File: src/rtl/bird_sprite.sv
`default_nettype none
// ============================================================================
// Module      : bird_sprite
// Description : One rectangular sprite with per-frame vertical physics
//               (gravity, flap, ceiling clamp, ground death) and a
//               registered pixel painter.
// Revision    : 1.0 - initial release
// ============================================================================
module bird_sprite #(
    parameter int          COORD_W  = 16,
    parameter int          VEL_W    = 8,
    parameter int          SCR_H    = 480,
    parameter int          OBJ_X    = 200,
    parameter int          OBJ_W    = 34,
    parameter int          OBJ_H    = 24,
    parameter int          Y_INIT   = 228,
    parameter int          GRAVITY  = 1,
    parameter int          FLAP_VEL = -8,
    parameter int          VMAX     = 10,
    parameter logic [23:0] FG_RGB   = 24'hFFD040,
    parameter logic [23:0] DEAD_RGB = 24'hC02020,
    parameter logic [23:0] BG_RGB   = 24'h103070
) (
    input  logic               pix_clk,
    input  logic               pix_rst,
    input  logic [COORD_W-1:0] sx,
    input  logic [COORD_W-1:0] sy,
    input  logic               frame_start,
    input  logic               flap,
    input  logic               restart,
    input  logic               pause,
    output logic [COORD_W-1:0] obj_y,
    output logic [1:0]         state,
    output logic               in_obj,
    output logic [7:0]         paint_r,
    output logic [7:0]         paint_g,
    output logic [7:0]         paint_b
);

    localparam logic [1:0] c_st_idle = 2'b00;
    localparam logic [1:0] c_st_fly  = 2'b01;
    localparam logic [1:0] c_st_dead = 2'b10;

    localparam logic        [COORD_W-1:0] c_y_init   = COORD_W'(Y_INIT);
    localparam logic signed [COORD_W:0]   c_ground   = (COORD_W+1)'(SCR_H - OBJ_H);
    localparam logic signed [VEL_W-1:0]   c_flap_vel = VEL_W'(FLAP_VEL);
    localparam logic signed [VEL_W:0]     c_gravity  = (VEL_W+1)'(GRAVITY);
    localparam logic signed [VEL_W:0]     c_vmax     = (VEL_W+1)'(VMAX);
    localparam logic        [COORD_W-1:0] c_x_lo     = COORD_W'(OBJ_X);
    localparam logic        [COORD_W-1:0] c_x_hi     = COORD_W'(OBJ_X + OBJ_W - 1);
    localparam logic        [COORD_W:0]   c_h_m1     = (COORD_W+1)'(OBJ_H - 1);

    logic [1:0]                state_q,     state_d;
    logic [COORD_W-1:0]        obj_y_q,     obj_y_d;
    logic signed [VEL_W-1:0]   vel_q,       vel_d;
    logic                      flap_pend_q, flap_pend_d;
    logic                      in_obj_q,    in_obj_d;
    logic [23:0]               rgb_q,       rgb_d;

    logic                      w_pend_eff;
    logic signed [VEL_W:0]     w_vel_inc;
    logic signed [VEL_W-1:0]   w_nv;
    logic signed [COORD_W:0]   w_ny;
    logic                      w_hit_ceiling;
    logic                      w_x_hit;
    logic                      w_y_hit;

    // State register
    always_ff @(posedge pix_clk) begin
        if (pix_rst) begin
            state_q     <= c_st_idle;
            obj_y_q     <= c_y_init;
            vel_q       <= '0;
            flap_pend_q <= 1'b0;
            in_obj_q    <= 1'b0;
            rgb_q       <= BG_RGB;
        end else begin
            state_q     <= state_d;
            obj_y_q     <= obj_y_d;
            vel_q       <= vel_d;
            flap_pend_q <= flap_pend_d;
            in_obj_q    <= in_obj_d;
            rgb_q       <= rgb_d;
        end
    end

    // A flap arriving in the same cycle as the update is consumed by it.
    always_comb begin
        w_pend_eff = flap_pend_q | flap;
        w_vel_inc  = $signed({vel_q[VEL_W-1], vel_q}) + c_gravity;
        if (w_pend_eff) begin
            w_nv = c_flap_vel;
        end else if (w_vel_inc > c_vmax) begin
            w_nv = c_vmax[VEL_W-1:0];
        end else begin
            w_nv = w_vel_inc[VEL_W-1:0];
        end
        w_ny          = $signed({1'b0, obj_y_q}) + (COORD_W+1)'(w_nv);
        w_hit_ceiling = w_ny[COORD_W] | ~|w_ny;
    end

    // Next-state and physics
    always_comb begin
        state_d     = state_q;
        obj_y_d     = obj_y_q;
        vel_d       = vel_q;
        flap_pend_d = flap_pend_q;
        case (state_q)
            c_st_idle: begin
                obj_y_d = c_y_init;
                vel_d   = '0;
                if (flap) begin
                    state_d     = c_st_fly;
                    flap_pend_d = 1'b1;
                end
            end
            c_st_fly: begin
                if (flap) begin
                    flap_pend_d = 1'b1;
                end
                if (frame_start && !pause) begin
                    flap_pend_d = 1'b0;
                    if (w_hit_ceiling) begin
                        obj_y_d = '0;
                        vel_d   = '0;
                    end else if (w_ny >= c_ground) begin
                        obj_y_d = c_ground[COORD_W-1:0];
                        vel_d   = '0;
                        state_d = c_st_dead;
                    end else begin
                        obj_y_d = w_ny[COORD_W-1:0];
                        vel_d   = w_nv;
                    end
                end
            end
            c_st_dead: begin
                flap_pend_d = 1'b0;
                if (restart) begin
                    state_d = c_st_idle;
                    obj_y_d = c_y_init;
                    vel_d   = '0;
                end
            end
            default: begin
                state_d     = c_st_idle;
                obj_y_d     = c_y_init;
                vel_d       = '0;
                flap_pend_d = 1'b0;
            end
        endcase
    end

    // Pixel path; the y bound is widened so obj_y+OBJ_H-1 cannot wrap.
    always_comb begin
        w_x_hit  = (sx >= c_x_lo) && (sx <= c_x_hi);
        w_y_hit  = ({1'b0, sy} >= {1'b0, obj_y_q}) &&
                   ({1'b0, sy} <= ({1'b0, obj_y_q} + c_h_m1));
        in_obj_d = w_x_hit && w_y_hit;
        if (!in_obj_d) begin
            rgb_d = BG_RGB;
        end else if (state_q == c_st_dead) begin
            rgb_d = DEAD_RGB;
        end else begin
            rgb_d = FG_RGB;
        end
    end

    assign obj_y   = obj_y_q;
    assign state   = state_q;
    assign in_obj  = in_obj_q;
    assign paint_r = rgb_q[23:16];
    assign paint_g = rgb_q[15:8];
    assign paint_b = rgb_q[7:0];

endmodule
`default_nettype wire
File: config.mk
export PLATFORM = sky130hd
export DESIGN_NAME = bird_sprite
export DESIGN_NICKNAME = d
export VERILOG_FILES = /design/src/rtl/bird_sprite.sv
export SDC_FILE = /design/constraint.sdc
export NUM_CORES = 1
export LEC_CHECK = 0
export BUFFER_PORTS_ARGS = -buffer_cell sky130_fd_sc_hd__buf_4
export CORE_MARGIN = 2
export CORE_UTILIZATION = 55
export CTS_CLUSTER_SIZE = 25
export DETAILED_ROUTE_END_ITERATION = 8
export HOLD_SLACK_MARGIN = 0.15
export PLACE_DENSITY = 0.81
export SLEW_MARGIN = 20
export SYNTH_ARGS = -nofsm -noshare
export SYNTH_HDL_FRONTEND = slang
export SYNTH_SLANG_ARGS = --single-unit
File: constraint.sdc
create_clock -name pix_clk -period 5.8 [get_ports pix_clk]
set_clock_uncertainty 0.15 [all_clocks]
set_input_delay 0.87 -clock pix_clk [delete_from_list [all_inputs] [get_ports pix_clk]]
set_output_delay 0.87 -clock pix_clk [all_outputs]
set_load 0.02 [all_outputs]
### After elaboration in Yosys (flattened, before gate mapping)

Index checks and enable logic that the tools add are counted.

| cells by class | value |
|---|---|
| add/subtract/negate cells | 3 |
| $lt $le $gt $ge | 6 |
| equality and inequality tests | 7 |
| multiplexer cells | 22 |
| bitwise logic cells | 3 |
| reductions and logical operators | 11 |

Operator list:

| operator | number |
|---|---|
| two-way mux 16 bit | 4 |
| two-way mux 8 bit | 6 |
| case mux 16 bit (2 select lines) | 1 |
| two-way mux 22 bit | 1 |
| adder 16 x 5 -> 17 bit, second input constant | 1 |
| adder 17 x 8 -> 17 bit | 1 |
| >= comparator 17 x 10 -> 1 bit, second input constant | 1 |
| less-or-equal comparator 16 x 17 -> 1 bit | 1 |
| OR reduction 17 bit | 1 |
| >= comparator 16 bit | 1 |
| >= comparator 16 x 8 -> 1 bit, second input constant | 1 |
| less-or-equal comparator 16 x 8 -> 1 bit, second input constant | 1 |
| case mux 8 bit (2 select lines) | 1 |
| two-way mux 2 bit | 5 |
| inequality test 2 bit, second input constant | 5 |
| adder 8 x 2 -> 9 bit, second input constant | 1 |
| greater-than comparator 9 x 5 -> 1 bit, second input constant | 1 |
| case mux 2 bit (3 select lines) | 1 |
| AND reduction 5 bit | 1 |
| logical AND 1 bit | 4 |
| equality test 2 x 1 -> 1 bit, second input constant | 1 |
| equality test 2 bit, second input constant | 1 |
| zero test 1 bit | 2 |
| zero test 2 bit | 1 |
| other kinds (6) | 8 |

| storage, ports and cells | value |
|---|---|
| flip-flop bits (word level) | 52 |
| bits of input ports | 38 |

### Longest topological paths before layout

Gate-level depths: netlist of the first run.

| depth | value |
|---|---|
| word-level depth | 11 |
| gate-level depth with buffers | 21 |
| depth with buffers taken out | 21 |

### Worst setup path before layout of the first run

No wires, ideal clock.

| timing path | value |
|---|---|
| path kind | input port to flip-flop |
| from | in flap |
| to | reg vel_q[0] |
| arrival time | 4.145 ns |
| path slack | 1.446 ns |
| stages on the path | 14 |
| path buffers | 1 |
| path through | nor2_1 a21boi_0 inv_1 ha_1 buf_4 and4_1 nand3_1 a21oi_2 or4_1 o22ai_1 nor4b_4 nand2_4 nor3_4 a31o_1 |

| between the ends | value |
|---|---|
| longest elaborated chain between the ends | 9 |
| elaborated cells on any way between the ends | 11 |
| those cells by class | add/sub: 1; order compare: 1; mux: 5; bitwise: 2; reduce/logical: 2 |

Ends and longest elaborated chain:

| element | line | RTL |
|---|---|---|
| from (decl) | 29 | `input logic flap,` |
| OR 1 bit * | 89 | `w_pend_eff = flap_pend_q \| flap;` |
| two-way mux 8 bit * | 91 | `if (w_pend_eff) begin` |
| parallel branches: the longest is 4 deep, another holds adder 17 x 8 -> 17 bit | n/a |  |
| two-way mux 8 bit * | 123 | `if (w_hit_ceiling) begin` |
| two-way mux 8 bit * | 121 | `if (frame_start && !pause) begin` |
| case mux 8 bit (2 select lines) * | 108 | `case (state_q)` |
| to (signal assigned) | 80 | `vel_q <= vel_d;` |
| to (decl) | 55 | `logic signed [VEL_W-1:0] vel_q, vel_d;` |

Every way passes the cells marked *. The select of a mux whose other input is x is not followed.
A chain may end at the register's enable or synchronous reset.

### Worst setup path in the final report of the first run

| timing path | value |
|---|---|
| from | reg vel_q[1] |
| to | reg vel_q[5] |

| between the ends | value |
|---|---|
| longest elaborated chain between the ends | 11 |
| elaborated cells on any way between the ends | 13 |
| those cells by class | add/sub: 2; order compare: 2; mux: 6; bitwise: 1; reduce/logical: 2 |

Ends and longest elaborated chain:

| element | line | RTL |
|---|---|---|
| adder 8 x 2 -> 9 bit * | 90 | `w_vel_inc = $signed({vel_q[VEL_W-1], vel_q}) + c_gravity;` |
| greater-than comparator 9 x 5 -> 1 bit | 93 | `end else if (w_vel_inc > c_vmax) begin` |
| two-way mux 8 bit * | 93 |  |
| two-way mux 8 bit * | 91 |  |
| parallel branches: the longest is 4 deep, another holds adder 17 x 8 -> 17 bit | n/a |  |
| two-way mux 8 bit * | 123 |  |
| two-way mux 8 bit * | 121 |  |
| case mux 8 bit (2 select lines) * | 108 |  |

Marked as above.

==> results of run 1 <==
flip-flops by register name, summed over array words and instances (netlist names):
register,count
flap_pend_q,1
in_obj,1
obj_y,16
rgb_q,5
state,2
vel_q,8
routing by layer:
metal / wire length, µm / global-route usage / vias up
met5: 0 / 0 / -
met3: 635 / 0.0438 / 17
li1: - / - / 1790
met1: 4130 / 0.339 / 1720
met2: 4590 / 0.445 / 136
met4: 195 / 0.0866 / 0
synthesized netlist by cell type (4+ instances only):
master and n:
or2_2 5, xor2_1 5, buf_4 20, a31oi_1 4, inv_1 31, o21a_1 7
a22o_1 9, nand4_1 14, o21ai_0 22, a21o_1 14, a211o_1 4, nor2b_1 6
nand3b_1 4, o21bai_1 4, nor3_1 8, nand2b_1 6, nor2_1 38, ha_1 51
xnor2_1 19, and3_1 4, dfxtp_1 33, clkbuf_1 7, o211ai_1 4, nand2_1 29
a21oi_1 31, and4_1 4, nand3_1 18, and2_1 4
power by group:
| part | switching, mW | internal, mW | total, mW |
|---|---|---|---|
| Clock | 0.0933 | 0.107 | 0.201 |
| Combinational | 0.132 | 0.0942 | 0.226 |
| Sequential | 0.00737 | 0.231 | 0.238 |
worst min-delay path by stage:
stage,startpoint,to,slack (ns)
3_3_place_gp,state[1],state[0],0.38
3_5_place_dp,state[1],state[0],0.38
5_1_grt,state[1],state[0],0.45
4_1_cts,state[0],flap_pend_q,0.42
6_report,state[1],state[0],0.42
2_1_floorplan,vel_q[6],vel_q[6],0.38
cells by family (layout without fill, tap and decap cells):
group | after synthesis | count (layout) | share of synthesized area
and+or+nand+nor | 154 | 154 | 0.226
AOI/OAI and AO/OA | 136 | 136 | 0.266
buffers and inverters | 61 | 112 | 0.0864
adders and majority gates | 52 | 52 | 0.181
DFF | 33 | 33 | 0.182
xor gates and xnor gates | 24 | 24 | 0.0579
other | 1 | 9 | 0.00103
critical path, cell delays in order (launching register included):
cell and delay (ns):
dfxtp_1 0.43, inv_1 0.08, ha_1 0.30, o21ai_0 0.17, a31oi_1 0.10, a211oi_1 0.24, a21oi_1 0.07, a32o_1 0.28
a21boi_0 0.17, buf_4 0.16, inv_1 0.05, fa_1 0.42, nand2b_1 0.19, a21oi_1 0.30, o211a_1 0.28, nand3b_1 0.12
nand4_1 0.14, nor4b_4 0.43, nand2_4 0.15, nor3_4 0.46, a22o_1 0.20
layout by cell type (no fill, tap or decap), types with 5 or more instances in the layout:
master     n
buf_4     73
ha_1      51
nor2_1    38
dfxtp_1   33
inv_1     31
a21oi_1   31
nand2_1   29
o21ai_0   22
xnor2_1   19
nand3_1   18
nand4_1   14
a21o_1    14
a22o_1     9
conb_1     9
nor3_1     8
o21a_1     7
clkbuf_8   7
nor2b_1    6
nand2b_1   6
or2_2      5
xor2_1     5
area by class of cell:
type	count	area [µm²]
clock buffers	7	96.3
flip-flops and latches	33	661
repair buffers	73	548
clock inverters	1	5.00
fillers	546	2170
multi-input cells	375	2690
well taps	77	96.3
inverters	31	116
metrics by stage:
stage	cell area (µm²)	setup slack, ns	std cells	util
after floorplan	3660	1.45	469	-
after global placement	4110	0.977	589	0.644
after detailed placement	4110	0.883	589	0.644
after CTS	4210	0.852	597	0.659
after global routing	4210	0.340	597	0.659
final	4210	0.849	597	0.659
==> results.sh, run 1 <==
export IMPL_num_rows=29
export IMPL_n_antenna_cell=0
export IMPL_grt_pass1_vias=3415
export IMPL_finalSetupViolations=0
export IMPL_end_kind="flip-flop"
export IMPL_io_buffers=70
export IMPL_synth_warnings=0
export IMPL_min_delay_path_depth=1
export IMPL_die_h_um=85.3
export IMPL_syn_avg_cell_area_um2=7.88
export IMPL_setup_tns_ns=0
export IMPL_clock_root_buffer="clkbuf_8"
export IMPL_ys_seq_area_frac=0.182
export IMPL_min_period_over_period=0.854
export IMPL_crit_path_start="vel_q[1]"
export IMPL_synth_largest_area_cell="dfxtp_1"
export IMPL_hpwlAfterDp_um=7460
export IMPL_r2r_end="vel_q[5]"
export IMPL_ys_flop_type="dfxtp_1"
export IMPL_syn_inst=461
export IMPL_cts_buffer_depth=2
export IMPL_fmax_mhz=202
export IMPL_crit_type="flip-flop to flip-flop"
export IMPL_num_io_pins=81
export IMPL_hold_buffers=0
export IMPL_slew_headroom=0.388
export IMPL_numCtsBuffers=5
export IMPL_synth_edff_count=0
export IMPL_synthDistinctLibCells=63
export IMPL_core_area_um2=6390
export IMPL_cts_resized=0
export IMPL_drt_wirelength_per_cell_um=16.0
export IMPL_peakVddDrop_uv=92.9
export IMPL_start_util=0.569
export IMPL_slew_violations=0
export IMPL_r2r_slack_ns=0.85
export IMPL_maxCapViolCount=0
export IMPL_nNetsFinal=609
export IMPL_syn_to_final_growth_pct=15.9
export IMPL_grt_start_max_net_pins=13
export IMPL_synth_area_um2=3630
export IMPL_async_reset_ff_frac=0
export IMPL_layout_drive_gt1_share=0.185
export IMPL_finalPower_mw=0.665
export IMPL_post_cts_buffers=0
export IMPL_antenna_found_initial=0
export IMPL_drt_iter0_drc=186
export IMPL_crit_required_ns=5.89
export IMPL_worstMarginPinSlew_ns=0.915
export IMPL_grt_remaining_overflow=0
export IMPL_yosysTopAreaCellShare=0.182
export IMPL_wirelength_um=9550
export IMPL_vias=3663
export IMPL_gp_congestion=0.911
export IMPL_p_leak_nw=1.90
export IMPL_grtUsageTotal=0.263
export IMPL_avgViaCountPerCell=6.14
export IMPL_grt_pass1_wl_um=15900
export IMPL_drt_pass1_iterations=5
export IMPL_drc=0
export IMPL_synth_seq_cells=33
export IMPL_cts_sinks=33
export IMPL_outcome="finished, final reports clean"
export IMPL_h_tree_depth=2
export IMPL_worst_hold_slack_ns=0.422
export IMPL_critPathArrivalTime_ns=5.04
export IMPL_hold_viol_final=0
export IMPL_die_width_um=85.3
export IMPL_cp_endpoint="vel_q[5]"
export IMPL_netlist_top_cells_area="dfxtp_1, ha_1, xnor2_1"
export IMPL_ant_nets=0
export IMPL_cts_tree="built"
export IMPL_clock_latency_ns=0.29
export IMPL_crit_path_start_kind="flip-flop"
export IMPL_r2r_worst_path_cells=20
export IMPL_grt_setup_unrepaired="no"
export IMPL_period_needed_ns=4.95
export IMPL_min_path_type="flip-flop to flip-flop"
export IMPL_worstReg2RegStart="vel_q[1]"
export IMPL_fp_dieArea_um2=7270
export IMPL_power_density_nw_per_um2=158
export IMPL_critPathMaxFanout=9
export IMPL_clk_pin_slew_ns=0.07
Power figures use the tool's default switching activity.
==> run 2, diff against run 1 <==
--- a/config.mk
+++ b/config.mk
@@ -5,13 +5,14 @@
 export SDC_FILE = /design/constraint.sdc
 export NUM_CORES = 1
 export LEC_CHECK = 0
+export ABC_AREA = 1
 export BUFFER_PORTS_ARGS = -buffer_cell sky130_fd_sc_hd__buf_4
 export CORE_MARGIN = 2
 export CORE_UTILIZATION = 55
 export CTS_CLUSTER_SIZE = 25
 export DETAILED_ROUTE_END_ITERATION = 8
 export HOLD_SLACK_MARGIN = 0.15
-export PLACE_DENSITY = 0.81
+export PLACE_DENSITY = 0.8
 export SLEW_MARGIN = 20
 export SYNTH_ARGS = -nofsm -noshare
 export SYNTH_HDL_FRONTEND = slang
==> results.sh, run 2 <==
export IMPL_outcome="finished, final reports clean"
export IMPL_layout_common_cells="nand2_1, inv_1, buf_4, ha_1"
export IMPL_ant_nets=0
export IMPL_path_common_cell="nand2_1"
export IMPL_combPwrFrac=0.537
export IMPL_grt_pass1_wl_um=14800
export IMPL_hpwlAfterDp_um=7880
export IMPL_crit_path_start="vel_q[0]"
export IMPL_yosysMostFrequentCell="nand2_1"
export IMPL_slew_violations=0
export IMPL_power_frac_seq=0.240
export IMPL_vias=3977
export IMPL_synth_seq_cells=33
export IMPL_worstMarginPinSlew_ns=0.879
export IMPL_syn_to_final_growth_pct=15.1
export IMPL_cpLargestDelayFamily="simple AND/OR/NAND/NOR gates"
export IMPL_syn_inst=608
export IMPL_netSwitchingFraction=0.452
export IMPL_netlist_top_cells_area="dfxtp_1, ha_1, nand2_1"
export IMPL_drc=0
export IMPL_clk_pin_slew_ns=0.07
export IMPL_crit_path_start_kind="flip-flop"
export IMPL_muxShareOfSynthArea=0
export IMPL_cts_sinks=33
export IMPL_r2r_end="obj_y[6]"
export IMPL_stdcell_count=767
export IMPL_finalSetupViolations=0
export IMPL_drt_pass1_iterations=7
export IMPL_ys_flop_type="dfxtp_1"
export IMPL_crit_required_ns=5.78
export IMPL_r2r_worst_path_cells=28
export IMPL_cts_tree="built"
export IMPL_synth_edff_count=0
export IMPL_nNetsFinal=757
export IMPL_clock_power_share=0.222
export IMPL_fillers=674
export IMPL_synth_compound_area_frac=0.110
export IMPL_critPathMaxStageDelay_ns=0.41
export IMPL_grt_remaining_overflow=0
export IMPL_synthDistinctLibCells=44
export IMPL_async_reset_ff_frac=0
export IMPL_numCtsBuffers=5
export IMPL_wirelength_um=9560
export IMPL_synth_area_um2=4000
export IMPL_synth_top_family_by_area="simple AND/OR/NAND/NOR gates"
export IMPL_n_antenna_cell=0
export IMPL_fp_dieArea_um2=7970
export IMPL_cp_num_cells=28
export IMPL_synth_warnings=0
export IMPL_drt_iter0_drc=214
export IMPL_worstReg2RegStart="vel_q[0]"
export IMPL_multi_input_area_um2=2780
export IMPL_p_leak_nw=2.37
export IMPL_switching_power_mw=0.524
export IMPL_cts_buffer_depth=2
export IMPL_antenna_found_initial=0
export IMPL_setup_tns_ns=0
export IMPL_die_width_um=89.3
export IMPL_fmax_mhz=227
export IMPL_synth_simple_area_share=0.368
export IMPL_clock_root_buffer="clkbuf_8"
export IMPL_h_tree_depth=2
export IMPL_crit_type="flip-flop to flip-flop"
export IMPL_grtUsageTotal=0.234
export IMPL_cts_resized=0
export IMPL_num_rows=31
export IMPL_hold_buffers=0
export IMPL_layout_drive_gt1_share=0.210
export IMPL_critPathMaxFanout=19
export IMPL_crit_buf_inv=4
export IMPL_end_kind="flip-flop"
export IMPL_io_buffers=70
export IMPL_post_cts_buffers=0
export IMPL_grt_pass1_vias=3481
export IMPL_p_int_mw=0.634
export IMPL_core_area_um2=7140
export IMPL_avgViaCountPerCell=5.19
export IMPL_placed_area_um2=4470
export IMPL_syn_avg_cell_area_um2=6.57
export IMPL_final_common_cell="nand2_1"
export IMPL_seqCellArea_um2=661
export IMPL_peakVddDrop_uv=118
export IMPL_finalPower_mw=1.16
export IMPL_clock_latency_ns=0.28
export IMPL_maxCapViolCount=0
export IMPL_hold_viol_final=0
export IMPL_yosysTopAreaCellShare=0.165
export IMPL_synth_xor_area_frac=0.0435
export IMPL_drt_wirelength_per_cell_um=12.5
export IMPL_stdcell_area_um2=4600
export IMPL_yosys_top_cells_count="nand2_1, inv_1, ha_1"
export IMPL_power_density_nw_per_um2=252
export IMPL_grt_start_max_net_pins=29
export IMPL_worst_hold_slack_ns=0.347
export IMPL_ys_seq_area_frac=0.165
export IMPL_die_h_um=89.3
export IMPL_slew_headroom=0.414
export IMPL_num_io_pins=81
export IMPL_min_period_over_period=0.758
export IMPL_slowest_stage="fa_1"
export IMPL_dp_cells=759
export IMPL_synthAdderAreaFrac=0.165
export IMPL_grt_setup_unrepaired="no"
export IMPL_r2r_slack_ns=1.40
export IMPL_gp_congestion=0.917
export IMPL_cp_endpoint="obj_y[6]"
export IMPL_period_needed_ns=4.40
export IMPL_largest_reg_flops=16
export IMPL_synth_largest_area_cell="dfxtp_1"
export IMPL_critPathArrivalTime_ns=4.38
export IMPL_start_util=0.560
export IMPL_min_path_type="flip-flop to flip-flop"
run 2: area by class of cell:
type	instances	area share
multi-input combinational	456	0.604
sequential	33	0.144
timing repair buffer	70	0.114
inverter	101	0.0824
tap	99	0.0269
clock buffer	5	0.0150
clock inverter	3	0.0141
run 2: worst min path at each step:
stage	start	end	slack (ns)	depth (start not counted)
2_1_floorplan	vel_q[5]	vel_q[5]	0.31	2
3_3_place_gp	vel_q[6]	vel_q[6]	0.32	2
3_5_place_dp	vel_q[5]	vel_q[5]	0.33	2
4_1_cts	vel_q[5]	vel_q[5]	0.34	2
5_1_grt	vel_q[5]	vel_q[5]	0.35	2
6_report	vel_q[5]	vel_q[5]	0.35	2
run 2: tightest hold or removal path, delay by kind of cell, from the launching register on:
family | cells | cell delay, ns
and+or+nand+nor | 1 | 0.08
AOI/OAI and AO/OA | 1 | 0.05
DFF | 1 | 0.32
run 2: power groups by stage:
stage                     clock network [mW]  logic, mW  registers, mW
after global placement                     0      0.593          0.283
after global routing                   0.272      0.701          0.282
after floorplan                            0      0.454          0.295
final                                  0.257      0.622          0.278
after detailed placement                   0      0.613          0.283
after CTS                              0.262      0.617          0.278
run 2: through the flow:
step	setup WS [ns]	utilization
final	1.40	0.645
after global routing	0.996	0.645
after CTS	1.41	0.645
after detailed placement	1.32	0.626
after global placement	1.40	0.626
after floorplan	2.16	-
run 2: layer usage:
metal	vias to the layer above	GRT usage	routed length (µm)
met5	-	0	0
met4	0	0.0963	273
met3	22	0.0259	472
li1	2047	-	-
met1	1793	0.298	4300
met2	115	0.401	4510
run 2: logic make-up after synthesis:
group,Yosys count
flip-flops,33
other,1
buffers and inverters,127
AO/OA/AOI/OAI,69
adder cells (fa/ha/maj),52
AND/OR/NAND/NOR,307
XOR/XNOR,19
